<file path="src/rtl/decode_read_stage_pkg.sv">
// Shared opcode, ALU-op and control definitions for the decode + register-read stage,
// plus the combinational decode helpers (opcode decoder and ALU-op decoder).
package decode_read_stage_pkg;

  localparam logic [6:0] OP_LUI    = 7'b0110111;
  localparam logic [6:0] OP_AUIPC  = 7'b0010111;
  localparam logic [6:0] OP_JAL    = 7'b1101111;
  localparam logic [6:0] OP_JALR   = 7'b1100111;
  localparam logic [6:0] OP_BRANCH = 7'b1100011;
  localparam logic [6:0] OP_LOAD   = 7'b0000011;
  localparam logic [6:0] OP_STORE  = 7'b0100011;
  localparam logic [6:0] OP_ARI_I  = 7'b0010011;
  localparam logic [6:0] OP_ARI_R  = 7'b0110011;
  localparam logic [6:0] OP_SYSTEM = 7'b1110011;

  localparam logic [3:0] ALU_ADD   = 4'd0;
  localparam logic [3:0] ALU_SUB   = 4'd1;
  localparam logic [3:0] ALU_SLL   = 4'd2;
  localparam logic [3:0] ALU_SLT   = 4'd3;
  localparam logic [3:0] ALU_SLTU  = 4'd4;
  localparam logic [3:0] ALU_XOR   = 4'd5;
  localparam logic [3:0] ALU_SRL   = 4'd6;
  localparam logic [3:0] ALU_SRA   = 4'd7;
  localparam logic [3:0] ALU_OR    = 4'd8;
  localparam logic [3:0] ALU_AND   = 4'd9;
  localparam logic [3:0] ALU_PASSB = 4'd10;

  typedef struct packed {
    logic is_jump;
    logic is_branch;
    logic reg_we;
    logic mem_we;
    logic mem_rr;
    logic csr_write;
    logic illegal;
    logic a_sel;
    logic b_sel;
  } ctrl_t;

  function automatic ctrl_t decode_ctrl(logic [6:0] opc, logic [2:0] f3);
    ctrl_t c;
    c = '0;
    c.a_sel = 1'b1;
    c.b_sel = 1'b1;
    case (opc)
      OP_LUI:    c.reg_we = 1'b1;
      OP_AUIPC:  begin c.reg_we = 1'b1; c.a_sel = 1'b0; end
      OP_JAL:    begin c.reg_we = 1'b1; c.is_jump = 1'b1; c.a_sel = 1'b0; end
      OP_JALR:   begin c.reg_we = 1'b1; c.is_jump = 1'b1; end
      OP_BRANCH: begin c.is_jump = 1'b1; c.is_branch = 1'b1; c.a_sel = 1'b0; end
      OP_LOAD:   begin c.reg_we = 1'b1; c.mem_rr = 1'b1; end
      OP_STORE:  c.mem_we = 1'b1;
      OP_ARI_I:  c.reg_we = 1'b1;
      OP_ARI_R:  begin c.reg_we = 1'b1; c.b_sel = 1'b0; end
      OP_SYSTEM: c.csr_write = (f3 != 3'd0);
      default:   c.illegal = 1'b1;
    endcase
    return c;
  endfunction

  // {uses_rs1, uses_rs2}; only registers actually read may raise a load-use hazard
  function automatic logic [1:0] decode_src_use(logic [6:0] opc);
    case (opc)
      OP_BRANCH, OP_STORE, OP_ARI_R:              return 2'b11;
      OP_LOAD, OP_JALR, OP_ARI_I, OP_SYSTEM:      return 2'b10;
      default:                                    return 2'b00;
    endcase
  endfunction

  function automatic logic [3:0] alu_dec(logic [6:0] opc, logic [2:0] f3, logic b30);
    logic [3:0] op;
    op = ALU_ADD;
    if (opc == OP_LUI) op = ALU_PASSB;
    else if (opc == OP_BRANCH) op = ALU_SUB;
    else if (opc == OP_ARI_R || opc == OP_ARI_I) begin
      case (f3)
        3'd0:    op = (opc == OP_ARI_R && b30) ? ALU_SUB : ALU_ADD;
        3'd1:    op = ALU_SLL;
        3'd2:    op = ALU_SLT;
        3'd3:    op = ALU_SLTU;
        3'd4:    op = ALU_XOR;
        3'd5:    op = b30 ? ALU_SRA : ALU_SRL;
        3'd6:    op = ALU_OR;
        default: op = ALU_AND;
      endcase
    end
    return op;
  endfunction

  function automatic logic [31:0] decode_imm(logic [31:0] ins);
    case (ins[6:0])
      OP_LOAD, OP_JALR, OP_ARI_I, OP_SYSTEM:
        return {{20{ins[31]}}, ins[31:20]};
      OP_STORE:
        return {{20{ins[31]}}, ins[31:25], ins[11:7]};
      OP_BRANCH:
        return {{19{ins[31]}}, ins[31], ins[7], ins[30:25], ins[11:8], 1'b0};
      OP_LUI, OP_AUIPC:
        return {ins[31:12], 12'd0};
      OP_JAL:
        return {{11{ins[31]}}, ins[31], ins[19:12], ins[20], ins[30:21], 1'b0};
      default:
        return 32'd0;
    endcase
  endfunction

endpackage

</file>
<file path="src/rtl/decode_read_stage_regfile.sv">
// Architectural register file: NREGS x XLEN, two combinational read ports,
// one synchronous write port; register 0 always reads zero and ignores writes.
module decode_read_regfile #(
  parameter int XLEN  = 32,
  parameter int NREGS = 32,
  localparam int AW   = $clog2(NREGS)
) (
  input  logic            clk,
  input  logic            we_i,
  input  logic [AW-1:0]   waddr_i,
  input  logic [XLEN-1:0] wdata_i,
  input  logic [AW-1:0]   raddr_a_i,
  input  logic [AW-1:0]   raddr_b_i,
  output logic [XLEN-1:0] rdata_a_o,
  output logic [XLEN-1:0] rdata_b_o
);

  logic [XLEN-1:0] regs_q [NREGS];

  always_ff @(posedge clk) begin
    if (we_i && waddr_i != '0) regs_q[waddr_i] <= wdata_i;
  end

  assign rdata_a_o = (raddr_a_i == '0) ? '0 : regs_q[raddr_a_i];
  assign rdata_b_o = (raddr_b_i == '0) ? '0 : regs_q[raddr_b_i];

endmodule

</file>
<file path="src/rtl/decode_read_stage.sv">
// Decode + register-read pipeline stage with valid/ready on both sides, load-use interlock,
// flush and illegal-opcode flag. Optional writeback bypass: define DECODE_BYPASS_EN.
module decode_read_stage
  import decode_read_stage_pkg::*;
#(
  parameter int XLEN  = 32,
  parameter int NREGS = 32,
  localparam int AW   = $clog2(NREGS)
) (
  input  logic            clk,
  input  logic            rst,
  input  logic            flush,
  input  logic            in_valid,
  output logic            in_ready,
  input  logic [31:0]     in_instr,
  input  logic [XLEN-1:0] in_pc,
  input  logic            wb_we,
  input  logic [AW-1:0]   wb_addr,
  input  logic [XLEN-1:0] wb_data,
  output logic            out_valid,
  input  logic            out_ready,
  output logic [XLEN-1:0] out_pc,
  output logic [XLEN-1:0] out_ra,
  output logic [XLEN-1:0] out_rb,
  output logic [XLEN-1:0] out_imm,
  output logic [AW-1:0]   out_rd,
  output logic [AW-1:0]   out_rs1,
  output logic [AW-1:0]   out_rs2_shamt,
  output logic [3:0]      out_alu_op,
  output logic [2:0]      out_funct3,
  output logic            out_a_sel,
  output logic            out_b_sel,
  output logic            out_is_jump,
  output logic            out_is_branch,
  output logic            out_reg_we,
  output logic            out_mem_we,
  output logic            out_mem_rr,
  output logic            out_csr_write,
  output logic            out_illegal,
  output logic            hazard
);

  logic [AW-1:0]   rs1, rs2, rd;
  logic [XLEN-1:0] rf_ra, rf_rb, ra_d, rb_d, imm_d;
  logic [1:0]      src_use;
  ctrl_t           ctrl_d, ctrl_q;
  logic            accept;

  logic            out_valid_q;
  logic [XLEN-1:0] out_pc_q, out_ra_q, out_rb_q, out_imm_q;
  logic [AW-1:0]   out_rd_q, out_rs1_q, out_rs2_q;
  logic [3:0]      out_alu_op_q;
  logic [2:0]      out_funct3_q;

  assign rs1     = in_instr[15 +: AW];
  assign rs2     = in_instr[20 +: AW];
  assign rd      = in_instr[7 +: AW];
  assign ctrl_d  = decode_ctrl(in_instr[6:0], in_instr[14:12]);
  assign src_use = decode_src_use(in_instr[6:0]);
  assign imm_d   = XLEN'($signed(decode_imm(in_instr)));

  decode_read_regfile #(.XLEN(XLEN), .NREGS(NREGS)) u_regfile (
    .clk       (clk),
    .we_i      (wb_we),
    .waddr_i   (wb_addr),
    .wdata_i   (wb_data),
    .raddr_a_i (rs1),
    .raddr_b_i (rs2),
    .rdata_a_o (rf_ra),
    .rdata_b_o (rf_rb)
  );

  assign hazard = out_valid_q && ctrl_q.mem_rr && (out_rd_q != '0) &&
                  ((src_use[1] && rs1 == out_rd_q) || (src_use[0] && rs2 == out_rd_q));
  assign in_ready = !flush && !hazard && (!out_valid_q || out_ready);
  assign accept   = in_valid && in_ready;

`ifdef DECODE_BYPASS_EN
  logic hold_hit_a, hold_hit_b;
  assign ra_d = (wb_we && wb_addr != '0 && wb_addr == rs1) ? wb_data : rf_ra;
  assign rb_d = (wb_we && wb_addr != '0 && wb_addr == rs2) ? wb_data : rf_rb;
  assign hold_hit_a = out_valid_q && wb_we && wb_addr != '0 && wb_addr == out_rs1_q;
  assign hold_hit_b = out_valid_q && wb_we && wb_addr != '0 && wb_addr == out_rs2_q;
`else
  assign ra_d = rf_ra;
  assign rb_d = rf_rb;
`endif

  always_ff @(posedge clk) begin
    if (rst) begin
      out_valid_q  <= 1'b0;
      ctrl_q       <= '0;
      out_pc_q     <= '0;
      out_ra_q     <= '0;
      out_rb_q     <= '0;
      out_imm_q    <= '0;
      out_rd_q     <= '0;
      out_rs1_q    <= '0;
      out_rs2_q    <= '0;
      out_alu_op_q <= '0;
      out_funct3_q <= '0;
    end else if (flush) begin
      out_valid_q <= 1'b0;
      ctrl_q      <= '0;
    end else if (accept) begin
      out_valid_q  <= 1'b1;
      ctrl_q       <= ctrl_d;
      out_pc_q     <= in_pc;
      out_ra_q     <= ra_d;
      out_rb_q     <= rb_d;
      out_imm_q    <= imm_d;
      out_rd_q     <= rd;
      out_rs1_q    <= rs1;
      out_rs2_q    <= rs2;
      out_alu_op_q <= alu_dec(in_instr[6:0], in_instr[14:12], in_instr[30]);
      out_funct3_q <= in_instr[14:12];
    end else if (out_ready) begin
      // drained with nothing to refill: bubble with every enable cleared
      out_valid_q <= 1'b0;
      ctrl_q      <= '0;
    end else begin
`ifdef DECODE_BYPASS_EN
      if (hold_hit_a) out_ra_q <= wb_data;
      if (hold_hit_b) out_rb_q <= wb_data;
`endif
    end
  end

  assign out_valid     = out_valid_q;
  assign out_pc        = out_pc_q;
  assign out_ra        = out_ra_q;
  assign out_rb        = out_rb_q;
  assign out_imm       = out_imm_q;
  assign out_rd        = out_rd_q;
  assign out_rs1       = out_rs1_q;
  assign out_rs2_shamt = out_rs2_q;
  assign out_alu_op    = out_alu_op_q;
  assign out_funct3    = out_funct3_q;
  assign out_a_sel     = ctrl_q.a_sel;
  assign out_b_sel     = ctrl_q.b_sel;
  assign out_is_jump   = ctrl_q.is_jump;
  assign out_is_branch = ctrl_q.is_branch;
  assign out_reg_we    = ctrl_q.reg_we;
  assign out_mem_we    = ctrl_q.mem_we;
  assign out_mem_rr    = ctrl_q.mem_rr;
  assign out_csr_write = ctrl_q.csr_write;
  assign out_illegal   = ctrl_q.illegal;

endmodule
</file>
<file path="config.mk">
export PLATFORM = sky130hd
export DESIGN_NAME = decode_read_stage
export DESIGN_NICKNAME = d
export VERILOG_FILES = /design/src/rtl/decode_read_stage_pkg.sv /design/src/rtl/decode_read_stage_regfile.sv /design/src/rtl/decode_read_stage.sv
export SDC_FILE = /design/constraint.sdc
export NUM_CORES = 2
export LEC_CHECK = 0
export ABC_AREA = 0
export BUFFER_PORTS_ARGS = -buffer_cell sky130_fd_sc_hd__buf_2
export CORE_MARGIN = 2
export CORE_UTILIZATION = 48
export DETAILED_ROUTE_END_ITERATION = 8
export SLEW_MARGIN = 10
export SYNTH_ARGS = -nofsm -noshare
export SYNTH_HDL_FRONTEND = slang
export SYNTH_SLANG_ARGS = --single-unit
</file>
<file path="constraint.sdc">
create_clock -name clk -period 6.8 [get_ports clk]
set_input_delay 1.36 -clock clk [delete_from_list [all_inputs] [get_ports clk]]
set_output_delay 1.36 -clock clk [all_outputs]
set_load 0.01 [all_outputs]
</file>
==> flow_summary.json <==
{
  "status": "completed",
  "synth_common_cells": "edfxtp_1, mux2i_1, mux4_2",
  "powerDensity_nw_per_um2": 268.3,
  "routed_via_density": 6.691,
  "htreeDepth": 4,
  "synth_edf_count": 1024,
  "cts_tree": "done",
  "slew_headroom_pct": 3.159,
  "slowest_delay_ns": 0.48,
  "grt-ovfl-total": 0,
  "core_area_um2": 112000,
  "syn2layout_area_growth_pct": 14.16,
  "min_path_cells": 2,
  "hold_start": "out_illegal$_SDFFE_PP0P_",
  "vias": 36000,
  "yosysTopAreaCellShare_pct": 56.94,
  "finalSetupViolCount": 0,
  "crit_type": "primary input to output port",
  "cp_data_arrival_time_ns": 3.45,
  "synth_area_um2": 54000,
  "root_buffer": "clkbuf_16",
  "dieHeight_um": 339.4,
  "slowest_stage": "buf_2",
  "p_clk_share_pct": 42.6,
  "cts_resized": 0,
  "fp-row-count": 123,
  "start_util_pct": 48.20,
  "yosysMostFrequentCell": "edfxtp_1",
  "ff2ff_path_depth": 6,
  "grt_antenna_before_repair": 12,
  "clkTransAtPathRegs_ns": 0.06,
  "ff2ff_setup_slack_ns": 3.38,
  "gp_congestion": 0.8723,
  "dieArea_um2": 115200,
  "place_ws_ns": 1.663,
  "clock_skew_ns": 0.02119,
  "dpl_cell_area_um2": 57390,
  "dp_hpwl_um": 108000,
  "seqPwrFrac_pct": 49.1,
  "drt_wl_total_um": 182100,
  "post_cts_buffers": 0,
  "period_share_pct": 70.78,
  "worst_pin_slew_ns": 1.439,
  "initialDrtViolationCount": 4605,
  "place_inst": 5135,
  "startpoint_type": "primary input",
  "cts_sinks": 1184,
  "rr_endpoint": "out_rb[1]$_SDFFE_PP0P_",
  "slew_violations": 0,
  "ir_drop_mv": 0.2118,
  "worstPathMaxFanout": 19,
  "finalHoldViolations": 0,
  "fin_ws_ns": 1.987,
  "leakagePower_uw": 0.02132,
  "pwr-share-comb_pct": 8.3,
  "grt_use_total_pct": 31.20,
  "synthCells": 3522,
  "setup-tns-final_ns": 0,
  "first_pass_iters": 6,
  "grt_pass1_wl_um": 255900,
  "drive_above_1_share_pct": 24.08,
  "avgSynthCellArea_um2": 15.33,
  "switchingPower_uw": 3797,
  "ys.flop_type": "edfxtp_1",
  "rr_startpoint": "out_rd[0]$_SDFFE_PP0P_",
  "synth_top_area_cell": "edfxtp_1",
  "swShare_pct": 22.96,
  "internal_power_uw": 12740,
  "fin_nets": 3876,
  "wl_per_cell_um": 33.85,
  "period_needed_ns": 4.813,
  "worstSkewPairLatency_ns": 0.74,
  "fin_util_pct": 55.03,
  "ant_nets": 0,
  "crit_top_cell": "buf_2",
  "whs_endpoint": "out_illegal$_SDFFE_PP0P_",
  "crit_chain": "buf_2, buf_4, xnor2_1, nand2_1, o22ai_1, a22oi_1, nor2_1, nor3b_1, buf_2",
  "final_cells": 5380,
  "synth_area_leaders": "edfxtp_1, mux4_2, mux2i_1",
  "port_buffers": 268,
  "max_freq_mhz": 207.8,
  "ys_ff_latch": 1184,
  "cts_buffer_depth": 3,
  "ys_seq_area_share_pct": 62.87,
  "ys_warn_count": 0,
  "numCtsBuffers": 132,
  "die_w_um": 339.4,
  "rsz0062_at_grt": "no",
  "num_io_pins": 269,
  "hp-class": "flip-flop to flip-flop",
  "ctsHoldBuffers": 0,
  "required_ns": 5.44,
  "design_area_um2": 61650,
  "drv_cap": 0,
  "end_kind": "output port",
  "drc": 0,
  "grt_pass1_vias": 34790,
  "grt_max_degree": 122,
  "synthArstFlopShare_pct": 0,
  "synth_cell_types": 61
}
## flip-flops by register name, summed over array words and instances, names as in the netlist
| register | cells |
|---|---|
| out_a_sel | 1 |
| out_alu_op | 4 |
| out_b_sel | 1 |
| out_csr_write | 1 |
| out_funct3 | 3 |
| out_illegal | 1 |
| out_imm | 32 |
| out_is_branch | 1 |
| out_is_jump | 1 |
| out_mem_rr | 1 |
| out_mem_we | 1 |
| out_pc | 32 |
| out_ra | 32 |
| out_rb | 32 |
| out_rd | 5 |
| out_reg_we | 1 |
| out_rs1 | 5 |
| out_rs2_shamt | 5 |
| out_valid | 1 |
| u_regfile.regs_q | 1024 |
## cells by family after synthesis
logic type / Yosys count / synth area share, %
DFF: 1184 / 62.87
muxes: 763 / 20.70
AOI/OAI and AO/OA: 655 / 8.023
and+or+nand+nor: 600 / 5.581
buffers and inverters: 308 / 2.637
xor gates and xnor gates: 11 / 0.1784
other: 1 / 0.006944
## worst max path at each step
stage	endpoint	startpoint	cells past startpoint
CTS	in_ready	in_instr[19]	9
detailed placement	out_rb[22]$_SDFFE_PP0P_	in_instr[20]	10
floorplan	in_ready	in_instr[3]	7
global placement	out_rb[22]$_SDFFE_PP0P_	in_instr[20]	10
global route	in_ready	in_instr[19]	9
finish	in_ready	in_instr[19]	9
## metal layers
metal	track usage, %	part of all wire (%)
met5	0	0.029
met4	11.46	3.7
met3	6.804	11
met2	47.23	45
met1	44.57	41
## worst max-delay path, delay by kind of cell
kind / cells / cell delay (ns)
AO/OA/AOI/OAI: 2 / 0.43
buffers and inverters: 3 / 1.10
AND/OR/NAND/NOR: 3 / 0.31
XOR/XNOR: 1 / 0.20
## power by group through the flow
stage	clock network [µW]	registers (µW)	logic, µW
2_1_floorplan	0	8260	774
3_3_place_gp	0	8270	1350
3_5_place_dp	0	8270	1350
4_1_cts	7110	8120	1360
5_1_grt	7390	8130	1440
6_report	7050	8120	1370
## stage by stage
stage / power, µW / hold WS, ns
3_5_place_dp: 9624 / 0.4579
4_1_cts: 16580 / 0.4677
5_1_grt: 16960 / 0.4800
6_report: 16540 / 0.4639
2_1_floorplan: 9034 / 0.4802
3_3_place_gp: 9616 / 0.4472
## placed cells by master, fill, tap and decap left out, drive strengths merged, types with 5 or more instances in the layout
cell type	count
a2111oi	41
a211oi	27
a21oi	157
a22o	44
a22oi	141
a32o	6
and2	6
and4b	5
buf	387
bufinv	7
clkbuf	207
clkinv	24
conb	32
dfxtp	160
diode	5
edfxtp	1024
mux2	22
mux2i	460
mux4	281
nand2	172
nand2b	31
nand3	132
nand4	44
nor2	102
nor2b	13
nor3	21
nor3b	9
nor4	16
nor4b	5
nor4bb	7
o211ai	13
o21ai	93
o22ai	98
o311ai	21
or4	14
xnor2	10
## area by class of cell
| cell class | count | area (µm²) |
|---|---|---|
| Fill cell | 9086 | 50390 |
| Sequential cell | 1184 | 33950 |
| Multi-Input combinational cell | 2061 | 19180 |
| Clock buffer | 207 | 3908 |
| Timing Repair Buffer | 387 | 2365 |
| Tap cell | 1500 | 1877 |
| Clock inverter | 33 | 339.1 |
| Antenna cell | 5 | 12.51 |
| Inverter | 3 | 11.26 |
Power figures use the tool's default switching activity.
